`config.mk`:
```
export PLATFORM = sky130hd
export DESIGN_NAME = nibble_bus_ctrl
export DESIGN_NICKNAME = d
export VERILOG_FILES = /design/src/rtl/nibble_bus_ctrl_pkg.sv /design/src/rtl/nibble_bus_ctrl_onehot_dec.sv /design/src/rtl/nibble_bus_ctrl.sv
export SDC_FILE = /design/constraint.sdc
export NUM_CORES = 1
export LEC_CHECK = 0
export CELL_PAD_IN_SITES_DETAIL_PLACEMENT = 0
export CELL_PAD_IN_SITES_GLOBAL_PLACEMENT = 1
export CORE_UTILIZATION = 38
export DETAILED_ROUTE_END_ITERATION = 8
export PLACE_DENSITY = 0.89
export SKIP_CTS_REPAIR_TIMING = 1
export SYNTH_ARGS = -nofsm -noshare
export SYNTH_HDL_FRONTEND = slang
export SYNTH_SLANG_ARGS = --single-unit
```
`constraint.sdc`:
```
create_clock -name clk -period 1.7 [get_ports clk]
set_input_delay 0.17 -clock clk [delete_from_list [all_inputs] [get_ports clk]]
set_output_delay 0.17 -clock clk [all_outputs]
set_load 0.05 [all_outputs]
```
`src/rtl/nibble_bus_ctrl_pkg.sv`:
```
// Shared constants for the nibble bus sequencer: state encodings, bus width
// and the default register-bank geometry.
package nibble_bus_ctrl_pkg;

    localparam int NIBBLE_W  = 4;
    localparam int NREGS_DEF = 4;
    localparam int SELW_DEF  = 2;

    localparam logic [1:0] ST_IDLE    = 2'd0;
    localparam logic [1:0] ST_DRIVE   = 2'd1;
    localparam logic [1:0] ST_LATCH   = 2'd2;
    localparam logic [1:0] ST_RELEASE = 2'd3;

endpackage

```
`src/rtl/nibble_bus_ctrl_onehot_dec.sv`:
```
// Index-to-one-hot decoder with enable.
// An index outside the register bank decodes to all zeros.
module nibble_onehot_dec #(
    parameter int NREGS = 4,
    parameter int SELW  = 2
) (
    input  logic [SELW-1:0]  idx_i,
    input  logic             en_i,
    output logic [NREGS-1:0] onehot_o
);

    // Compare against each bank position so out-of-range indices never select a bit
    always_comb begin
        onehot_o = '0;
        for (int i = 0; i < NREGS; i++) begin
            onehot_o[i] = en_i && (idx_i == SELW'(i));
        end
    end

endmodule

```
`src/rtl/nibble_bus_ctrl.sv`:
```
// Sequencer for a shared tri-state nibble bus: drives one source register onto
// the bus, lets it settle, strobes the destination load, then releases the bus.
module nibble_bus_ctrl
    import nibble_bus_ctrl_pkg::*;
#(
    parameter int NREGS  = NREGS_DEF,
    parameter int SELW   = SELW_DEF,
    parameter int SETTLE = 1
) (
    input  logic                clk,
    input  logic                reset,
    input  logic                req,
    input  logic [SELW-1:0]     src_sel,
    input  logic [SELW-1:0]     dst_sel,
    input  logic [NIBBLE_W-1:0] bus_in,
    output logic [NREGS-1:0]    out_en,
    output logic [NREGS-1:0]    load,
    output logic                busy,
    output logic                done,
    output logic                err,
    output logic [NIBBLE_W-1:0] captured
);

    logic [1:0]          state_q, state_d;
    logic [SELW-1:0]     src_q, src_d;
    logic [SELW-1:0]     dst_q, dst_d;
    logic [3:0]          cnt_q, cnt_d;
    logic                err_d;
    logic                sel_ok_s;
    logic                drive_en_s;
    logic                load_en_s;
    logic [NREGS-1:0]    out_en_s;
    logic [NREGS-1:0]    load_s;
    logic [NREGS-1:0]    out_en_q;
    logic [NREGS-1:0]    load_q;
    logic                busy_q;
    logic                done_q;
    logic                err_q;
    logic [NIBBLE_W-1:0] captured_q;

    assign sel_ok_s = (int'(src_sel) < NREGS) && (int'(dst_sel) < NREGS)
                      && (src_sel != dst_sel);

    // Transfer sequencing and request acceptance
    always_comb begin
        state_d = state_q;
        src_d   = src_q;
        dst_d   = dst_q;
        cnt_d   = cnt_q;
        err_d   = 1'b0;
        case (state_q)
            ST_IDLE: begin
                if (req) begin
                    if (sel_ok_s) begin
                        src_d   = src_sel;
                        dst_d   = dst_sel;
                        cnt_d   = 4'(SETTLE - 1);
                        state_d = ST_DRIVE;
                    end else begin
                        err_d = 1'b1;
                    end
                end else begin
                    state_d = ST_IDLE;
                end
            end
            ST_DRIVE: begin
                if (cnt_q == 4'd0) begin
                    state_d = ST_LATCH;
                end else begin
                    cnt_d = cnt_q - 4'd1;
                end
            end
            ST_LATCH:   state_d = ST_RELEASE;
            ST_RELEASE: state_d = ST_IDLE;
            default:    state_d = ST_IDLE;
        endcase
    end

    assign drive_en_s = (state_q == ST_DRIVE) || (state_q == ST_LATCH);
    assign load_en_s  = (state_q == ST_LATCH);

    nibble_onehot_dec #(.NREGS(NREGS), .SELW(SELW)) u_out_en_dec (
        .idx_i    (src_q),
        .en_i     (drive_en_s),
        .onehot_o (out_en_s)
    );

    nibble_onehot_dec #(.NREGS(NREGS), .SELW(SELW)) u_load_dec (
        .idx_i    (dst_q),
        .en_i     (load_en_s),
        .onehot_o (load_s)
    );

    // State, latched selects and registered bus-control outputs
    always_ff @(posedge clk or posedge reset) begin
        if (reset) begin
            state_q    <= ST_IDLE;
            src_q      <= '0;
            dst_q      <= '0;
            cnt_q      <= 4'd0;
            out_en_q   <= '0;
            load_q     <= '0;
            busy_q     <= 1'b0;
            done_q     <= 1'b0;
            err_q      <= 1'b0;
            captured_q <= '0;
        end else begin
            state_q  <= state_d;
            src_q    <= src_d;
            dst_q    <= dst_d;
            cnt_q    <= cnt_d;
            out_en_q <= out_en_s;
            load_q   <= load_s;
            busy_q   <= (state_q != ST_IDLE);
            done_q   <= (state_q == ST_RELEASE);
            err_q    <= err_d;
            // Snapshot the bus on the same edge the destination register loads
            if (|load_q) begin
                captured_q <= bus_in;
            end else begin
                captured_q <= captured_q;
            end
        end
    end

    assign out_en   = out_en_q;
    assign load     = load_q;
    assign busy     = busy_q;
    assign done     = done_q;
    assign err      = err_q;
    assign captured = captured_q;

endmodule

```
==> reports/results.tsv, run 1 <==
stage	metric	value	unit
yosys	Yosys top cell by area	dfrtp_1	
placed_design	hpwl dp	1.53	mm
yosys	asr flop ratio synth	100	%
yosys	Mapped Cells	89	
setup_path	Critical Path Stages	1	
cts	Num CTS Buffers	3	
yosys	top-area cell type share of the netlist area	57.3	%
yosys	Post-Synth Adder-Cell Area	6.88	%
sta	Rel. slew slack	65.4	%
finish	post-route insts no fill	156	
setup_path	Critical Path Start	out_en[3]	
placed_design	Placed Area	1430	µm²
setup_path	worst endpoint required time	1.53	ns
placed_design	routability cong.	0.763	
sta	Hold Fails Final Rpt	0	
cts	Clock Latency Late Sink	0.31	ns
flow_run	Max Cap Violations	0	
sta	Post-Route Skew	0.00916	ns
yosys	Avg Cell Area, Syn	12.3	µm²
placed_design	Port-buffer cells	25	
setup_path	CP endpoint	out_en[3]	
yosys	Synth area leaders	dfrtp_1, mux2_2, ha_1	
detailed_routing	detailed-route DRC error count	0	
setup_path	WP buf/inv	1	
global_route	first-pass GRT wire length	3.42	mm
cts	CTS tree	yes	
detailed_routing	Routed Antenna Nets	0	
sta	min Tclk post-route	1.64	ns
sta	RSZ-0062 raised after global routing	true	
sta	max-slew violations	0	
cts	number of clock sinks	25	
floorplanning	initial core utilization	39.9	%
setup_path	CP Data Arrival Time	1.47	ns
cts	H-tree level count	1	
global_route	number of global-route vias before repair	797	
yosys	synthesized net count	106	
run_status	outcome	finished clean	
cts	clock-pin slew on the worst setup and hold paths	0.13	ns
yosys	sequential area share after synthesis	57.3	%
setup_path	delay of the slowest critical-path stage	0.80	ns
detailed_routing	Initial DRT Pass Iterations	2	
detailed_routing	initial DRC count	16	
floorplanning	die width	55.6	µm
floorplanning	full die area	3090	µm²
setup_path	R2R setup slack	0.06	ns
sta	fmax	609	MHz
floorplanning	Die Span Y	55.6	µm
cts	clk root buf	clkbuf_4	
sta	Final Setup Violations	0	
setup_path	Crit Path Max Fanout	1	
finish	# nets final	143	
setup_path	Crit Reg-Reg Startpoint	state_q[0]	
yosys	YS warnings	0	
finish	Fill cells	235	
power_and_ir_drop	Pleak	0.739	nW
setup_path	Setup CP Type	reg2out	
sta	Worst Tran Pin Value	0.518	ns
finish	share of cells above drive strength 1	24.0	%
yosys	Compound-Gate Fraction of Synth Area	7.00	%
detailed_routing	WL final	2.00	mm
detailed_routing	via count	773	
setup_path	reg-to-reg critical path endpoint	cnt_q[1]	
floorplanning	num rows	19	
global_route	largest net degree at the start of global routing	26	
detailed_routing	vias per inst	4.96	
setup_path	Worst setup SP type	flop	
finish	final instance area	1500	µm²
yosys	Post-synth EDFFs	0	
yosys	largest family of logic cells by synthesized area	simple AND/OR/NAND/NOR gates	
yosys	Synth Area in XOR/XNOR	1.61	%
setup_path	critical path, cell by cell	clkdlybuf4s50_1	
yosys	Post-Synth Simple-Gate Area	15.1	%
yosys	Top FF cell, synth	dfrtp_1	
sta	fin crit share	96.5	%
global_route	grt total ovfl	0	
finish	Layout area overhead	37.7	%
finish	# diodes	0	
sta	Hold WS	0.188	ns
min_path	Hold/Removal Path Class	in2async	
setup_path	length in cells of the worst reg-to-reg path	6	
yosys	Seq cells post-synth	25	
detailed_routing	WL/cell	12.8	µm
power_and_ir_drop	Max VDD drop	0.00124	V
yosys	Post-Synthesis Cell Area	1090	µm²
cts	clock buffer depth	2	
setup_path	capturing element type of the critical path	output pin	
global_route	gr usage total	14.4	%
power_and_ir_drop	P per Cell Area	1840	nW/µm²
floorplanning	# IOs	26	
setup_path	slowest stage cell, crit path	clkdlybuf4s50_1	
setup_path	Worst path top cell family by delay	buffers and inverters	
global_route	initial antenna violation count	0	
yosys	Yosys cell types	27	
floorplanning	Core ar.	2730	µm²
placed_design	Cell Count Post-Placement	151	
yosys	mux contribution to synthesized area	9.63	%
==> flip-flops by register name (all words and copies together) (netlist names) <==
name      flops
done          1
dst_q         2
cnt_q         4
busy          1
src_q         2
captured      4
state_q       2
out_en        4
err           1
load          4
==> cells by family (layout without fill, tap and decap cells) <==
| family | after synthesis | count (layout) |
|---|---|---|
| AOI/OAI and AO/OA | 11 | 11 |
| and+or+nand+nor | 29 | 29 |
| muxes | 9 | 9 |
| adders and majority gates | 6 | 6 |
| DFF | 25 | 25 |
| xor gates and xnor gates | 2 | 2 |
| buffers and inverters | 7 | 43 |
==> per-layer routing <==
layer / vias up / wire [µm] / track usage [%]
met2: 23 / 1080 / 26.2
li1: 382 / - / -
met1: 366 / 791 / 16.1
met4: 0 / 14 / 4.29
met5: - / 0 / 0
met3: 2 / 118 / 4.19
==> worst min path at each step <==
stage | to | cells past startpoint
global route | busy | 3
detailed placement | load[0] | 1
global placement | load[2] | 1
finish | busy | 3
CTS | busy | 3
floorplan | busy | 1
==> area by class of cell <==
class                      instances  area, µm²  area share, %
tap                               31       38.8           2.58
timing repair buffer              32        318           21.1
clock buffer                       4       26.3           1.75
inverter                           7       26.3           1.75
sequential                        25        626           41.6
multi-input combinational         57        468           31.1
==> cell usage after synthesis, types with 2 or more instances <==
cell type	count
nand2b_1	2
nand4_1	2
mux2_2	8
dfrtp_1	25
ha_1	6
inv_1	7
o21ai_0	3
nor3b_1	2
and3_1	2
nand2_1	7
nor2_1	5
xnor2_1	2
nor2b_1	4
==> placed cells by master (no fill, tap or decap), types with 2 or more instances in the layout <==
cell type / synthesis / layout
clkbuf_4: 0 / 3
xnor2_1: 2 / 2
inv_1: 7 / 5
dfrtp_1: 25 / 25
nor2_1: 5 / 5
mux2_2: 8 / 8
buf_4: 0 / 7
clkdlybuf4s50_1: 0 / 19
inv_2: 0 / 2
ha_1: 6 / 3
ha_2: 0 / 2
nor2b_1: 4 / 4
and3_1: 2 / 2
nand2_1: 7 / 6
dlymetal6s2s_1: 0 / 6
o21ai_1: 0 / 2
nand4_1: 2 / 2
nand2b_1: 2 / 2
nor3b_1: 2 / 2
==> tightest hold or removal path, delay by kind of cell <==
kind | cells | cell delay (ns)
buf+inv | 3 | 0.74
==> power by group <==
part | total (W) | switching (W) | internal [W]
logic | 0.00157 | 0.000920 | 0.000653
clock network | 0.000256 | 0.000164 | 0.0000916
registers | 0.000937 | 0.000127 | 0.000810
==> per-stage QoR <==
stage / setup TNS, ns / power (W) / setup slack (ns) / utilization [%]
4_1_cts: -0.111 / 0.00275 / -0.0738 / 53.1
5_1_grt: -0.0173 / 0.00294 / -0.0155 / 55.0
3_3_place_gp: 0 / 0.00245 / 0.0166 / 52.1
3_5_place_dp: -0.0458 / 0.00249 / -0.0391 / 52.1
6_report: 0 / 0.00277 / 0.0591 / 55.0
2_1_floorplan: 0 / 0.00199 / 0.141 / -
(Power assumes the default switching activity.)
==> run 2: changes to the inputs <==
--- a/config.mk
+++ b/config.mk
@@ -7,9 +7,10 @@
 export LEC_CHECK = 0
 export CELL_PAD_IN_SITES_DETAIL_PLACEMENT = 0
 export CELL_PAD_IN_SITES_GLOBAL_PLACEMENT = 1
-export CORE_UTILIZATION = 38
+export CORE_UTILIZATION = 35
 export DETAILED_ROUTE_END_ITERATION = 8
-export PLACE_DENSITY = 0.89
+export PLACE_DENSITY = 0.83
+export RECOVER_POWER = 25
 export SKIP_CTS_REPAIR_TIMING = 1
 export SYNTH_ARGS = -nofsm -noshare
 export SYNTH_HDL_FRONTEND = slang
==> run 2 against run 1 <==
Against the previous run:
- the flow now finishes with violations (DRC)
- clock power barely moved
- highest routed layer is now met3
- sequential power barely moved
- cell count did not move
- register-to-register slack barely moved
- worst setup slack improved by 0.0023 ns
- sequential cell count did not move
- first-iteration DRC count rose by 19%
- die area rose by 8.2%
- wire length rose by 4.7%
- clock skew fell by 0.0083 ns
- via count rose by 2.3%
==> reports/results.tsv, run 2 (synthesis gave the netlist of run 1 again) <==
stage	metric	value	unit	change
run_status	outcome	complete, but fails checks		
run_status	failing checks	DRC		
finish	# nets final	143		unchanged
sta	Rel. slew slack	15.2	%	-50 points
detailed_routing	via count	791		+2.3%
floorplanning	Core ar.	2850	µm²	+4.3%
cts	Num CTS Buffers	3		unchanged
placed_design	Placed Area	1420	µm²	-0.18%
cts	number of clock sinks	25		unchanged
detailed_routing	WL final	2.10	mm	+4.7%
cts	clk root buf	clkbuf_4		
detailed_routing	vias per inst	5.07		+2.3%
sta	fmax	610	MHz	+0.14%
power_and_ir_drop	Max VDD drop	0.000949	V	-24%
floorplanning	full die area	3340	µm²	+8.2%
placed_design	routability cong.	0.692		-9.3%
sta	min Tclk post-route	1.64	ns	-0.00233 ns
placed_design	hpwl dp	1.61	mm	+5.5%
floorplanning	die width	57.8	µm	+4.0%
flow_run	Max Cap Violations	0		unchanged
sta	Final Setup Violations	0		unchanged
setup_path	Crit Path Max Fanout	1		unchanged
cts	clock-pin slew on the worst setup and hold paths	0.12	ns	about the same
finish	commonest cells after routing, fill and taps aside	dfrtp_1, clkdlybuf4s50_1, dlymetal6s2s_1, mux2_2		
setup_path	Worst path top cell family by delay	buffers and inverters		
floorplanning	Die Span Y	57.8	µm	+4.0%
setup_path	worst endpoint required time	1.53	ns	about the same
finish	Layout area overhead	38.6	%	
detailed_routing	Initial DRT Pass Iterations	5		+3
setup_path	capturing element type of the critical path	output pin		
setup_path	WP buf/inv	1		unchanged
floorplanning	num rows	19		unchanged
sta	Post-Route Skew	0.000866	ns	-0.00829 ns
sta	Hold Fails Final Rpt	0		unchanged
finish	share of cells above drive strength 1	24.0	%	unchanged
global_route	grt total ovfl	0		unchanged
power_and_ir_drop	Pleak	0.775	nW	+4.8%
setup_path	Worst setup SP type	flop		
detailed_routing	detailed-route DRC error count	4		+4
setup_path	delay of the slowest critical-path stage	0.82	ns	+0.02 ns
setup_path	slowest stage cell, crit path	clkdlybuf4s50_1		
min_path	Hold/Removal Path Class	in2reg		
finish	# diodes	0		unchanged
floorplanning	initial core utilization	38.2	%	-1.7 points
cts	H-tree level count	1		unchanged
global_route	gr usage total	14.0	%	-0.40 points
sta	max-slew violations	0		unchanged
placed_design	Port-buffer cells	25		unchanged
sta	setup TNS	0	ns	unchanged
power_and_ir_drop	P per Cell Area	1860	nW/µm²	+0.98%
setup_path	Setup CP Type	reg2out		
sta	fin crit share	96.4	%	-0.14 points
floorplanning	# IOs	26		unchanged
setup_path	CP Data Arrival Time	1.47	ns	about the same
finish	final instance area	1510	µm²	+0.67%
sta	Worst Tran Pin Value	1.27	ns	+0.755 ns
global_route	first-pass GRT wire length	3.57	mm	+4.2%
min_path	worst hold start	bus_in[0]		
detailed_routing	Routed Antenna Nets	0		unchanged
cts	CTS tree	yes		
setup_path	critical path, cell by cell	clkdlybuf4s50_1		
setup_path	Crit Reg-Reg Startpoint	cnt_q[0]		
detailed_routing	initial DRC count	19		+3
cts	Clock Latency Late Sink	0.31	ns	about the same
global_route	largest net degree at the start of global routing	26		unchanged
global_route	number of global-route vias before repair	803		+0.75%
cts	clock buffer depth	2		unchanged
detailed_routing	WL/cell	13.4	µm	+4.7%
setup_path	Critical Path Start	out_en[2]		
finish	most common cell after layout, fill and taps aside	dfrtp_1		
global_route	initial antenna violation count	0		unchanged
## run 2: cell types whose count changed in the layout (fill, tap and decap cells not counted), sizes merged
cell | previous run | this run
clkdlybuf4s50 | 19 | 15
dlymetal6s2s | 6 | 9
clkinv | 0 | 1
## run 2: final cells by class
| type | instances | area (µm²) |
|---|---|---|
| Fill cell | 271 | 1340 |
| Sequential cell | 25 | 626 |
| Multi-Input combinational cell | 57 | 475 |
| Timing Repair Buffer | 32 | 319 |
| Tap cell | 31 | 38.8 |
| Inverter | 7 | 26.3 |
| Clock buffer | 3 | 22.5 |
| Clock inverter | 1 | 5.00 |
## run 2: through the flow
stage | worst slack, ns | std cells | power [W] | hold WS (ns) | utilization (%)
floorplan | 0.141 | 89 | 0.00199 | 0.197 | -
global placement | 0.0252 | 151 | 0.00247 | 0.486 | 49.9
detailed placement | -0.0239 | 151 | 0.00251 | 0.487 | 49.9
CTS | -0.0405 | 155 | 0.00277 | 0.189 | 50.8
global route | -0.00978 | 156 | 0.00300 | 0.453 | 53.0
finish | 0.0614 | 156 | 0.00281 | 0.464 | 53.0
## run 2: where the power goes
group | switching [W] | internal, W | leakage [nW]
logic | 0.000944 | 0.000675 | 0.437
registers | 0.000129 | 0.000810 | 0.320
clock network | 0.000165 | 0.0000880 | 0.0177
total | 0.00124 | 0.00157 | 0.775
## run 2: final timing paths
check                                   end  slack [ns]  cells after the start
worst max-delay path              out_en[2]        0.06                      1
worst min-delay path            captured[0]        0.46                      2
worst max register to register   state_q[1]        0.07                      6
worst min register to register      load[2]        0.50                      1
max in group asynchronous          src_q[0]        0.40                      3
min in group asynchronous              busy        0.56                      3
## run 2: routing by layer
layer	vias up	wire length, µm	global-route usage, %
met5	-	0	0
met4	0	0	2.04
met3	0	181	5.80
met2	27	1010	22.8
met1	383	912	17.8
li1	381	-	-
==> run 3: changes to the inputs <==
--- a/config.mk
+++ b/config.mk
@@ -9,7 +9,7 @@
 export CELL_PAD_IN_SITES_GLOBAL_PLACEMENT = 1
 export CORE_UTILIZATION = 35
 export DETAILED_ROUTE_END_ITERATION = 8
-export PLACE_DENSITY = 0.83
+export PLACE_DENSITY_LB_ADDON = 0.1
 export RECOVER_POWER = 25
 export SKIP_CTS_REPAIR_TIMING = 1
 export SYNTH_ARGS = -nofsm -noshare
==> run 3 against run 2 <==
Against the previous run:
- the run still ends with DRC left
- core utilization decreased by 0.61 points
- register-to-register slack about the same
- critical endpoint is now out_en[1]
- global-route usage down 0.91 points
- die area is the same
- power down 2.2%
- maximum frequency rose by 0.23%
- hold slack got worse by 0.022 ns
- largest power group unchanged
- worst setup slack improved by 0.0037 ns
- sequential cell count unchanged
- via count decreased by 1.6%
- highest routed layer is now met4
- non-clock buffer count increased by 1
==> reports/results.tsv, run 3 (synthesis gave the netlist of run 1 again) <==
stage	metric	value	unit	change
cts	CTS tree	yes		
cts	clk root buf	clkbuf_4		
cts	clock buffer depth	2		unchanged
placed_design	routability cong.	0.807		+17%
finish	FF+latch area	626	µm²	unchanged
sta	Post-Route Skew	0.00841	ns	+0.00754 ns
run_status	outcome	complete, but fails checks		
sta	min Tclk post-route	1.63	ns	-0.00369 ns
finish	Layout area overhead	37.0	%	
floorplanning	full die area	3340	µm²	unchanged
global_route	grt total ovfl	0		unchanged
detailed_routing	detailed-route DRC error count	3		-1
flow_run	Max Cap Violations	0		unchanged
floorplanning	die width	57.8	µm	unchanged
global_route	number of global-route vias before repair	773		-3.7%
sta	fmax	612	MHz	+0.23%
power_and_ir_drop	Max VDD drop	0.000893	V	-5.8%
detailed_routing	Routed Antenna Nets	0		unchanged
placed_design	Port-buffer cells	25		unchanged
sta	fin crit share	96.2	%	-0.22 points
min_path	Hold/Removal Path Class	in2async		
setup_path	delay of the slowest critical-path stage	0.80	ns	-0.02 ns
setup_path	capturing element type of the critical path	output pin		
finish	Fill cells	274		+1.1%
finish	area of the multi-input gates	447	µm²	-6.1%
finish	commonest cells after routing, fill and taps aside	dfrtp_1, clkdlybuf4s50_1, mux2_2, dlymetal6s2s_1		
cts	clock-pin slew on the worst setup and hold paths	0.14	ns	+0.02 ns
power_and_ir_drop	P per Cell Area	1840	nW/µm²	-1.1%
sta	max-slew violations	0		unchanged
power_and_ir_drop	Pleak	0.759	nW	-2.0%
placed_design	hpwl dp	1.51	mm	-6.1%
sta	minimum setup slack in the final design	0.0651	ns	+0.00369 ns
cts	Num CTS Buffers	3		unchanged
placed_design	Cell Count Post-Placement	152		+0.66%
sta	Final Setup Violations	0		unchanged
setup_path	Worst setup SP type	flop		
detailed_routing	WL/cell	12.3	µm	-8.7%
run_status	failing checks	DRC		
global_route	first-pass GRT wire length	3.27	mm	-8.3%
detailed_routing	via count	778		-1.6%
finish	most common cell after layout, fill and taps aside	dfrtp_1		
global_route	initial antenna violation count	0		unchanged
setup_path	WP buf/inv	1		unchanged
setup_path	worst endpoint required time	1.53	ns	about the same
setup_path	Setup CP Type	reg2out		
detailed_routing	initial DRC count	7		-12
detailed_routing	vias per inst	4.96		-2.3%
sta	Hold Fails Final Rpt	0		unchanged
detailed_routing	Initial DRT Pass Iterations	6		+1
cts	H-tree level count	1		unchanged
cts	Clock Latency Late Sink	0.31	ns	about the same
floorplanning	Core ar.	2850	µm²	unchanged
floorplanning	Die Span Y	57.8	µm	unchanged
setup_path	Worst path top cell family by delay	buffers and inverters		
finish	# nets final	144		+0.70%
global_route	largest net degree at the start of global routing	26		unchanged
finish	# diodes	0		unchanged
cts	number of clock sinks	25		unchanged
finish	post-route insts no fill	157		+0.64%
sta	Worst Tran Pin Value	0.597	ns	-0.676 ns
setup_path	slowest stage cell, crit path	clkdlybuf4s50_1		
finish	share of cells above drive strength 1	23.0	%	-0.98 points
floorplanning	# IOs	26		unchanged
placed_design	pre-CTS setup slack	0.00236	ns	+0.0262 ns
sta	Hold WS	0.442	ns	-0.0218 ns
global_route	gr usage total	13.1	%	-0.91 points
setup_path	Crit Path Max Fanout	1		unchanged
floorplanning	num rows	19		unchanged
floorplanning	initial core utilization	38.2	%	unchanged
detailed_routing	WL final	1.93	mm	-8.1%
setup_path	CP Data Arrival Time	1.46	ns	about the same
sta	Rel. slew slack	60.2	%	+45 points
sta	RSZ-0062 raised after global routing	true		
setup_path	critical path, cell by cell	clkdlybuf4s50_1		
## run 3: per-layer routing
metal | vias up | part of all wire (%) | GRT usage (%)
met3 | 2 | 4.1 | 2.01
li1 | 387 | - | -
met1 | 372 | 47 | 16.5
met5 | - | 0 | 0
met2 | 17 | 48 | 22.5
met4 | 0 | 0.88 | 5.10
## run 3: layout make-up
class | count | share of cell area [%]
multi-input combinational | 57 | 29.9
clock inverter | 1 | 0.502
clock buffer | 3 | 1.51
timing repair buffer | 33 | 21.9
sequential | 25 | 41.8
inverter | 7 | 1.76
tap | 31 | 2.59
## run 3: worst paths after layout
| path | start | cells past startpoint | end | slack (ns) |
|---|---|---|---|---|
| worst max-delay path | out_en[1] | 1 | out_en[1] | 0.07 |
| worst min-delay path | reset | 3 | captured[3] | 0.44 |
| worst max register to register | cnt_q[0] | 6 | state_q[1] | 0.08 |
| worst min register to register | dst_q[1] | 1 | load[0] | 0.50 |
| max in group asynchronous | reset | 3 | done | 0.87 |
| min in group clk | bus_in[0] | 2 | captured[0] | 0.46 |
## run 3: power breakdown
part / internal [W] / switching, W
clock network: 0.0000896 / 0.000169
logic: 0.000653 / 0.000907
registers: 0.000810 / 0.000121
## run 3: per-stage QoR
| step | setup TNS [ns] | total power (W) | instance area, µm² | utilization, % |
|---|---|---|---|---|
| 2_1_floorplan | 0 | 0.00199 | 1090 | - |
| 3_3_place_gp | 0 | 0.00250 | 1430 | 50.2 |
| 3_5_place_dp | 0 | 0.00251 | 1430 | 50.2 |
| 4_1_cts | -0.00213 | 0.00278 | 1460 | 51.3 |
| 5_1_grt | -0.0102 | 0.00294 | 1500 | 52.4 |
| 6_report | 0 | 0.00275 | 1500 | 52.4 |
